$ cat config.mk
export PLATFORM = sky130hd
export DESIGN_NAME = uart_lite_responder
export DESIGN_NICKNAME = d
export VERILOG_FILES = /design/src/rtl/uart_lite_responder.sv
export SDC_FILE = /design/constraint.sdc
export NUM_CORES = 1
export LEC_CHECK = 0
export ABC_AREA = 1
export CAP_MARGIN = 20
export CORE_AREA = 2 2 159 161
export CTS_CLUSTER_SIZE = 16
export DETAILED_ROUTE_END_ITERATION = 7
export DIE_AREA = 0 0 161 163
export HOLD_SLACK_MARGIN = 0.1
export PLACE_DENSITY_LB_ADDON = 0.1
export SYNTH_ARGS = -nofsm -noshare
export SYNTH_HDL_FRONTEND = slang
export SYNTH_SLANG_ARGS = --single-unit
$ cat constraint.sdc
create_clock -name clk -period 3.2 [get_ports clk]
set_clock_uncertainty 0.2 [all_clocks]
set_input_delay 0.64 -clock clk [delete_from_list [all_inputs] [get_ports clk]]
set_output_delay 0.64 -clock clk [all_outputs]
set_load 0.005 [all_outputs]
$ cat src/rtl/uart_lite_responder.sv
`timescale 1ns/1ps
// UART Lite register map behind an AXI4-Lite slave port; RX/TX byte FIFOs face the line side.
// Read data and write responses appear one cycle after the (last) address/data handshake.

// Circular byte FIFO with an extra wrap bit on each pointer; clear overrides push and pop.
// Zero-latency head output; pushes into a full FIFO and pops from an empty one are ignored.
module uart_lite_fifo #(
    parameter int DEPTH = 16,
    parameter int W     = 8
) (
    input  logic         clk,
    input  logic         rst,
    input  logic         clr,
    input  logic         push,
    input  logic [W-1:0] din,
    input  logic         pop,
    output logic [W-1:0] dout,
    output logic         full,
    output logic         empty
);
    localparam int AW = $clog2(DEPTH);

    logic [AW:0]  wr_ptr;
    logic [AW:0]  rd_ptr;
    logic [W-1:0] mem [DEPTH];

    assign empty = (wr_ptr == rd_ptr);
    assign full  = (wr_ptr[AW] != rd_ptr[AW]) && (wr_ptr[AW-1:0] == rd_ptr[AW-1:0]);
    assign dout  = mem[rd_ptr[AW-1:0]];

    always_ff @(posedge clk) begin
        if (rst || clr) begin
            wr_ptr <= '0;
            rd_ptr <= '0;
        end else begin
            if (push && !full)
                wr_ptr <= wr_ptr + (AW+1)'(1);
            if (pop && !empty)
                rd_ptr <= rd_ptr + (AW+1)'(1);
        end
    end

    always_ff @(posedge clk) begin
        if (push && !full)
            mem[wr_ptr[AW-1:0]] <= din;
    end
endmodule

module uart_lite_responder #(
    parameter int FIFO_DEPTH = 16
) (
    input  logic        clk,
    input  logic        rst,
    input  logic [3:0]  s_araddr,
    input  logic        s_arvalid,
    output logic        s_arready,
    output logic [31:0] s_rdata,
    output logic [1:0]  s_rresp,
    output logic        s_rvalid,
    input  logic        s_rready,
    input  logic [3:0]  s_awaddr,
    input  logic        s_awvalid,
    output logic        s_awready,
    input  logic [31:0] s_wdata,
    input  logic [3:0]  s_wstrb,
    input  logic        s_wvalid,
    output logic        s_wready,
    output logic [1:0]  s_bresp,
    output logic        s_bvalid,
    input  logic        s_bready,
    input  logic [7:0]  rx_data,
    input  logic        rx_valid,
    output logic        rx_ready,
    output logic [7:0]  tx_data,
    output logic        tx_valid,
    input  logic        tx_ready
);
    typedef enum logic {R_IDLE, R_RESP} r_state_t;
    typedef enum logic {W_IDLE, W_RESP} w_state_t;

    r_state_t    r_state;
    w_state_t    w_state;
    logic        rx_full, rx_empty, tx_full, tx_empty;
    logic [7:0]  rx_head;
    logic        ar_take, rx_pop;
    logic [31:0] rd_dat;
    logic        aw_take, w_take, wr_exec;
    logic [1:0]  aw_addr_q, wr_addr;
    logic [7:0]  w_byte_q, wr_byte;
    logic        w_strb_q, wr_strb0;
    logic        tx_push, ctrl_wr, tx_clr, rx_clr;
    logic        unused_bits;

    assign unused_bits = &{1'b0, s_araddr[1:0], s_awaddr[1:0], s_wdata[31:8], s_wstrb[3:1]};

    assign s_rresp  = 2'b00;
    assign s_bresp  = 2'b00;
    assign rx_ready = !rx_full;
    assign tx_valid = !tx_empty;

    assign ar_take = s_arvalid && s_arready;
    assign rx_pop  = ar_take && (s_araddr[3:2] == 2'd0);

    always_comb begin
        rd_dat = 32'd0;
        case (s_araddr[3:2])
            2'd0:    rd_dat = rx_empty ? 32'd0 : {24'd0, rx_head};
            2'd2:    rd_dat = {28'd0, tx_full, tx_empty, rx_full, !rx_empty};
            default: rd_dat = 32'd0;
        endcase
    end

    always_ff @(posedge clk) begin
        if (rst) begin
            r_state   <= R_IDLE;
            s_arready <= 1'b1;
            s_rvalid  <= 1'b0;
            s_rdata   <= 32'd0;
        end else begin
            case (r_state)
                R_IDLE: if (ar_take) begin
                    r_state   <= R_RESP;
                    s_arready <= 1'b0;
                    s_rvalid  <= 1'b1;
                    s_rdata   <= rd_dat;
                end
                R_RESP: if (s_rready) begin
                    r_state   <= R_IDLE;
                    s_arready <= 1'b1;
                    s_rvalid  <= 1'b0;
                end
                default: r_state <= R_IDLE;
            endcase
        end
    end

    // A channel that is being handshaken this cycle supplies its fields directly, so the
    // action can run in the same cycle as the later of the two handshakes.
    assign aw_take  = s_awvalid && s_awready;
    assign w_take   = s_wvalid && s_wready;
    assign wr_addr  = aw_take ? s_awaddr[3:2] : aw_addr_q;
    assign wr_byte  = w_take ? s_wdata[7:0] : w_byte_q;
    assign wr_strb0 = w_take ? s_wstrb[0] : w_strb_q;
    assign wr_exec  = (w_state == W_IDLE) && (aw_take || !s_awready) && (w_take || !s_wready);
    assign tx_push  = wr_exec && (wr_addr == 2'd1) && wr_strb0;
    assign ctrl_wr  = wr_exec && (wr_addr == 2'd3);
    assign tx_clr   = ctrl_wr && wr_byte[0];
    assign rx_clr   = ctrl_wr && wr_byte[1];

    always_ff @(posedge clk) begin
        if (rst) begin
            w_state   <= W_IDLE;
            s_awready <= 1'b1;
            s_wready  <= 1'b1;
            s_bvalid  <= 1'b0;
            aw_addr_q <= 2'd0;
            w_byte_q  <= 8'd0;
            w_strb_q  <= 1'b0;
        end else begin
            case (w_state)
                W_IDLE: begin
                    if (aw_take)
                        aw_addr_q <= s_awaddr[3:2];
                    if (w_take) begin
                        w_byte_q <= s_wdata[7:0];
                        w_strb_q <= s_wstrb[0];
                    end
                    if (wr_exec) begin
                        w_state   <= W_RESP;
                        s_bvalid  <= 1'b1;
                        s_awready <= 1'b0;
                        s_wready  <= 1'b0;
                    end else begin
                        if (aw_take) s_awready <= 1'b0;
                        if (w_take)  s_wready  <= 1'b0;
                    end
                end
                W_RESP: if (s_bready) begin
                    w_state   <= W_IDLE;
                    s_bvalid  <= 1'b0;
                    s_awready <= 1'b1;
                    s_wready  <= 1'b1;
                end
                default: w_state <= W_IDLE;
            endcase
        end
    end

    uart_lite_fifo #(.DEPTH(FIFO_DEPTH), .W(8)) u_rx_fifo (
        .clk   (clk),
        .rst   (rst),
        .clr   (rx_clr),
        .push  (rx_valid),
        .din   (rx_data),
        .pop   (rx_pop),
        .dout  (rx_head),
        .full  (rx_full),
        .empty (rx_empty)
    );

    uart_lite_fifo #(.DEPTH(FIFO_DEPTH), .W(8)) u_tx_fifo (
        .clk   (clk),
        .rst   (rst),
        .clr   (tx_clr),
        .push  (tx_push),
        .din   (wr_byte),
        .pop   (tx_ready),
        .dout  (tx_data),
        .full  (tx_full),
        .empty (tx_empty)
    );
endmodule

==> metrics.md <==
| Metric | Value |
|---|---|
| Post-synthesis register bit count | 310 |
| LEAKAGE | roughly 5.8 nW |
| Library cell with the largest summed area after synthesis | sky130_fd_sc_hd__edfxtp_1 |
| Power density of the placed cells | ~610 nW/µm² |
| Post-CTS clock slew at the launch and capture registers of the worst setup and hold paths | roughly 0.06 ns |
| Global router's overall resource usage | 21.3% |
| First-pass GRT wire length | 43.3 mm |
| Critical Path End Type | primary output |
| Effective utilization at floorplan | 53.6% |
| Area added between synthesis and finish | 16.4% |
| FP Rows | 58 |
| Final wirelength | 28.1 mm |
| Category of the critical setup timing path | flip-flop to primary output |
| Fraction of final layout cells with drive strength greater than 1 | between 10% and 20% |
| Slew @ Worst Pin | about 0.7 ns |
| Layout net count | between 1k and 1.5k |
| Clock sinks | 310 |
| Vertical die dimension | around 160 µm |
| Hold Path Class | flip-flop to flip-flop |
| Number of hold violations in the final report | 0 |
| Worst supply voltage drop on vdd | 0.000450 V |
| HPWL after detailed placement | 17.5 mm |
| Pin count of the biggest net entering global routing | between 50 and 60 |
| Highest net fanout along the worst path | 5 |
| RePlAce Congestion | 0.793 |
| Average size of a mapped cell | between 10 and 15 µm² |
| Top post-synthesis cells by count | sky130_fd_sc_hd__edfxtp_1 (256), sky130_fd_sc_hd__nand2_1 (179), sky130_fd_sc_hd__inv_1 (116) |
| CTS root buffer | sky130_fd_sc_hd__clkbuf_16 |
| TritonCTS clock tree | done |
| Gate Count Post-Synth | 1185 |
| Critical path launch point type | flip-flop |
| Number of vias per cell | 5.25 |
| Arr. time, crit path | between 2 and 2.5 ns |
| Crit share post-route | 92.2% |
| Number of levels in the clock H-tree | 1 |
| Clock insertion delay at the later pin of the skew report | approximately 0.55 ns |
| Most frequent cell after synthesis | sky130_fd_sc_hd__edfxtp_1 |
| Max transition margin | 52.3% |
| Setup repair after global routing missed its margin | false |
| Drt wl/cell | 17.2 µm |
| DRC | 0 |
| Post-synth cell types | 38 |
| Area contributors post-synth | sky130_fd_sc_hd__edfxtp_1 (58%), sky130_fd_sc_hd__dfxtp_1 (8.2%), sky130_fd_sc_hd__nand2_1 (5.1%) |
| Number of buffers created by CTS | 31 |
| Vias after detailed routing | between 8k and 9k |
| Warning count from the yosys run | 0 |
| Chip Width | 161 µm |
| Count of antenna-violating nets left after detailed routing | 0 |
| Top_reg_cell synth | sky130_fd_sc_hd__edfxtp_1 |
| Portion of the post-synthesis area used by sequential elements | between 60% and 70% |
| Number of enable-type register cells in the synthesized netlist | 256 |
| Vias in the first global route | 7867 |
| Filler Cells Inserted | 1937 |
| Fraction of post-synthesis cell area in the top cell type by area | 58.2% |
| Final setup vio count | 0 |
| Max-cap viol count | 0 |
| Netlist Area Pre-Place | 13200 µm² |
| Max Transition Viols Final | 0 |
| DP Area | 14200 µm² |
| I/O Buffers | 52 |
| Utilization after layout | between 60 and 70% |
| Hold bufs inserted after CTS | 0 |
| Initial antenna violation count | 0 |
| Bufs on Longest Clock Path | 3 |
| Outcome | finished clean |
| Final instance area | 15400 µm² |
| Data required time of the worst path | around 2.4 ns |
| Final global-route overflow total | 0 |
| Detailed-routing iteration count for the pre-antenna-repair pass | 5 |
| Minimum hold slack | 0.271 ns |
| Count of antenna diodes in the layout | 0 |
| Iteration-0 DRC count of the detailed router | 653 |
| Total I/O pin count | ~110 |
| CORE AREA | around 25000 µm² |
| Maximum clock frequency | 339 MHz |
| Area of the die | 26200 µm² |
| Final Critical Period | 2.95 ns |
| Synth async-reset ratio | 0% |
==> metrics by stage <==
stage	std cells	total power, mW	setup TNS (ns)	setup WS (ns)
global route	1631	9.68	0	0.0786
finish	1631	9.31	0	0.251
detailed placement	1566	5.77	0	0.253
floorplan	1212	5.33	0	0.828
global placement	1566	5.75	0	0.304
CTS	1630	9.34	-0.0314	-0.0206
==> cell usage in the layout (no fill, tap or decap), types with 33 or more instances in the layout <==
cell type	n
sky130_fd_sc_hd__inv_1	115
sky130_fd_sc_hd__nand3_1	78
sky130_fd_sc_hd__clkbuf_16	33
sky130_fd_sc_hd__nor2_1	97
sky130_fd_sc_hd__dfxtp_1	51
sky130_fd_sc_hd__nand2_1	179
sky130_fd_sc_hd__a21oi_1	68
sky130_fd_sc_hd__clkdlybuf4s50_1	44
sky130_fd_sc_hd__buf_4	51
sky130_fd_sc_hd__edfxtp_1	256
sky130_fd_sc_hd__o211ai_1	48
sky130_fd_sc_hd__o21ai_0	79
==> cell families (layout without fill, tap and decap cells) <==
group	after synthesis	count (layout)	share of synthesized area [%]
XOR/XNOR	12	12	0.795
adder cells (fa/ha/maj)	10	10	0.947
AO/OA/AOI/OAI	225	225	9.63
buffers and inverters	209	298	7.25
other	1	28	0.0284
multiplexers	32	32	2.42
flip-flops	310	310	66.4
AND/OR/NAND/NOR	386	386	12.6
==> area by class of cell <==
cell class	count	area [µm²]	area share (%)
Multi-Input combinational cell	693	3600	23.4
Tap cell	330	413	2.68
Clock inverter	13	118	0.765
Timing Repair Buffer	113	1110	7.21
Sequential cell	310	8770	57.0
Clock buffer	43	878	5.71
Inverter	129	493	3.20
==> where the power goes <==
group / internal, mW / switching (mW) / leakage (nW)
clock: 2.07 / 1.46 / 0.503
combinational: 0.526 / 0.726 / 2.56
sequential: 4.48 / 0.0559 / 2.76
total: 7.07 / 2.24 / 5.83
==> per-layer routing <==
layer | vias up | global-route usage, % | share of wire [%]
met2 | 253 | 34.0 | 45
met1 | 4054 | 31.4 | 47
met4 | 0 | 4.55 | 1.7
li1 | 4222 | - | -
met5 | - | 0 | 0
met3 | 35 | 3.36 | 6.1
==> state kept, by name, indices dropped and copies added (netlist names), 2 cells and up, named ones only <==
register	cells
aw_addr_q	2
u_rx_fifo.wr_ptr	5
u_tx_fifo.rd_ptr	5
u_rx_fifo.mem	128
u_rx_fifo.rd_ptr	5
u_tx_fifo.mem	128
s_rdata	8
u_tx_fifo.wr_ptr	5
w_byte_q	8
==> worst max-delay path, stage by stage (launching register included) <==
cell,delay (ns)
sky130_fd_sc_hd__dfxtp_1,0.43
sky130_fd_sc_hd__inv_2,0.08
sky130_fd_sc_hd__nand2_1,0.06
sky130_fd_sc_hd__nand2_1,0.05
sky130_fd_sc_hd__nor2_1,0.19
sky130_fd_sc_hd__nand2_2,0.08
sky130_fd_sc_hd__nor2_2,0.14
sky130_fd_sc_hd__inv_2,0.07
sky130_fd_sc_hd__clkdlybuf4s50_1,0.45
==> worst paths after layout <==
kind | startpoint | end | slack, ns | depth (start not counted)
max | u_rx_fifo.wr_ptr[1] | rx_ready | 0.25 | 8
max reg2reg | u_rx_fifo.wr_ptr[2] | u_rx_fifo.mem[6][7] | 0.98 | 10
min | s_rdata[3] | s_rdata[3] | 0.27 | 2
min reg2reg | s_rdata[3] | s_rdata[3] | 0.27 | 2
==> repair_timing <==
item,in CTS,in global routing
pin swaps,1,12
gates cloned,0,1
setup endpoints to repair,8,8
resized for setup,5,22
setup buffers,8,0
No activity file was read; power rests on OpenSTA's default activity.
==> patch: new RTL, same settings <==
Make the reset (`rst`) asynchronous in 2 clocked blocks.
--- a/src/rtl/uart_lite_responder.sv
+++ b/src/rtl/uart_lite_responder.sv
@@ -111,5 +111,5 @@
     end
 
-    always_ff @(posedge clk) begin
+    always_ff @(posedge clk or posedge rst) begin
         if (rst) begin
             r_state   <= R_IDLE;
@@ -148,5 +148,5 @@
     assign rx_clr   = ctrl_wr && wr_byte[1];
 
-    always_ff @(posedge clk) begin
+    always_ff @(posedge clk or posedge rst) begin
         if (rst) begin
             w_state   <= W_IDLE;
Formal check against the unedited RTL: not equivalent (Yosys sat finds a counterexample within 4 cycles, from zero or initial values and one cycle with rst high).
==> patch against the unedited design <==
  * Largest cell class unchanged
  * Design area is essentially flat
  * Count of clock-buffer cells in the layout down 8
  * Worst setup slack got worse by 0.24 ns
  * Die area unchanged
  * Sequential cell count is the same
  * Synthesized area fell by 0.46%
  * Wire length is 3.3% higher
  * Total power increased by 8.8%
  * Non-clock buffer count did not move
  * Final cell count rose by 2.0%
  * Sequential power increased by 8.6%
  * First-iteration DRC count grew 40%
==> patch: results (changes against the unedited design) <==
* Number of synthesized flops with an enable pin at 256 (unchanged)
* Total global-route track usage at 0.223 (was 0.213)
* Reg2reg end: u_tx_fifo.mem[11][3]$_DFFE_PP_ (was u_rx_fifo.mem[6][7]$_DFFE_PP_)
* Sequential area share after synthesis at 0.677 (was 0.664)
* Largest net degree at the start of global routing at 71 (was 51)
* Post-Synth XOR/XNOR Area at 0.0107 (was 0.00795)
* Arr. time, crit path at 2.35 ns (was 2.11 ns)
* R2R depth at 9 (was 10)
* Synth cell types at 31 (was 38)
* Vias in the first global route at 8173 (was 7867)
* Area share of fa/ha/maj cells after synthesis at 0.00951 (was 0.00947)
* Ranking of synthesized cells by area: edfxtp_1 (58%), nor2_1 (6.0%), nand2_1 (5.7%) (was edfxtp_1 (58%), dfxtp_1 (8.2%), nand2_1 (5.1%))
* R2r startpoint: s_awready$_DFFE_PP1P_ (was u_rx_fifo.wr_ptr[2]$_SDFFE_PP0P_)
* Internal power at 0.00749 W (was 0.00707 W)
* Gp weighted congestion at 0.794 (was 0.793)
* First-pass GRT wire length at 45.2 mm (was 43.3 mm)
* Peak supply drop at 0.531 mV (was 0.450 mV)
* Fraction of layout instances using a drive strength above 1 at 0.101 (was 0.119)
* CP max stage delay at 0.50 ns (was 0.45 ns)
* Fill cells at 1996 (was 1937)
* Post-synthesis compound-gate area fraction at 0.0887 (was 0.0963)
* Crit Path Max Fanout at 16 (was 5)
* Async set-reset flop share out of synthesis at 0.0839 (was 0)
* Run status: completed (unchanged)
* FF-to-FF setup slack at 0.95 ns (was 0.98 ns)
* Post-DR wirelength/cell at 17.4 microns (was 17.2 microns)
* NumNets Final at 1381 (was 1349)
* Lkg Pwr at 5.74 nW (was 5.83 nW)
* Worst hold-check path type: in -> async (was reg -> reg)
* Top post-synthesis cells by count: edfxtp_1 (256), nor2_1 (209), nand2_1 (199) (was edfxtp_1 (256), nand2_1 (179), inv_1 (116))
* Dpl ws at 0.354 ns (was 0.253 ns)
* Final worst setup slack at 0.00729 ns (was 0.251 ns)
* DR iter-0 viols at 914 (was 653)
* Dpl hpwl at 17.4 mm (was 17.5 mm)
* Worst-margin pin slew at 0.767 ns (was 0.713 ns)
[patch: worst max-delay path by stage]
stage / from / cells past startpoint / endpoint
CTS: flop / 7 / tx_data[7]
finish: flop / 9 / tx_data[7]
floorplan: s_awvalid / 9 / u_tx_fifo.mem[3][0]$_DFFE_PP_
detailed placement: s_wvalid / 10 / u_tx_fifo.mem[7][2]$_DFFE_PP_
global placement: s_wvalid / 10 / u_tx_fifo.mem[11][2]$_DFFE_PP_
global route: flop / 9 / tx_data[7]
[patch: metrics by stage]
step / util / cells / hold slack [ns]
floorplan: - / 1244 / 0.253
global placement: 0.575 / 1598 / 0.266
detailed placement: 0.575 / 1598 / 0.264
CTS: 0.623 / 1664 / 0.194
global route: 0.623 / 1664 / 0.224
finish: 0.623 / 1664 / 0.195
[patch: timing repair]
| action | in CTS | in global routing |
|---|---|---|
| pin swaps | 3 | 1 |
| endpoints found under the setup margin | 8 | 5 |
| buffers inserted | 5 | 0 |
| gates resized for setup | 20 | 3 |
| endpoints found under the hold margin | 0 | 0 |
| gates cloned | 4 | 0 |
[patch: area by class of cell]
type                    count  area share
well taps                 330      0.0269
inverters                  90      0.0228
repair inverters            1    0.000407
flip-flops and latches    310       0.580
clock buffers              35      0.0515
repair buffers            113      0.0713
multi-input cells         763       0.233
clock inverters            22      0.0143
[patch: power groups by stage]
stage | Sequential [W] | Clock [W] | Combinational (W)
after floorplan | 0.00498 | 0 | 0.000827
after global placement | 0.00499 | 0 | 0.00150
after detailed placement | 0.00500 | 0 | 0.00153
after CTS | 0.00492 | 0.00364 | 0.00163
after global routing | 0.00495 | 0.00381 | 0.00181
final | 0.00492 | 0.00359 | 0.00161
[patch: layer usage]
metal	vias to the layer above	share of wire	global-route usage
li1	4293	-	-
met1	4151	0.48	0.346
met2	300	0.44	0.337
met3	39	0.067	0.0321
met4	0	0.017	0.0515
met5	-	0	0
[patch: kinds of logic after synthesis]
kind of cell / Yosys count
other: 1
adders and majority gates: 10
and+or+nand+nor: 501
DFF: 310
xor gates and xnor gates: 16
AOI/OAI and AO/OA: 208
buffers and inverters: 171
[patch: worst min-delay path, cell delays in order]
cell	delay, ns
clkdlybuf4s50_1	0.39
inv_1	0.07
buf_4	0.19
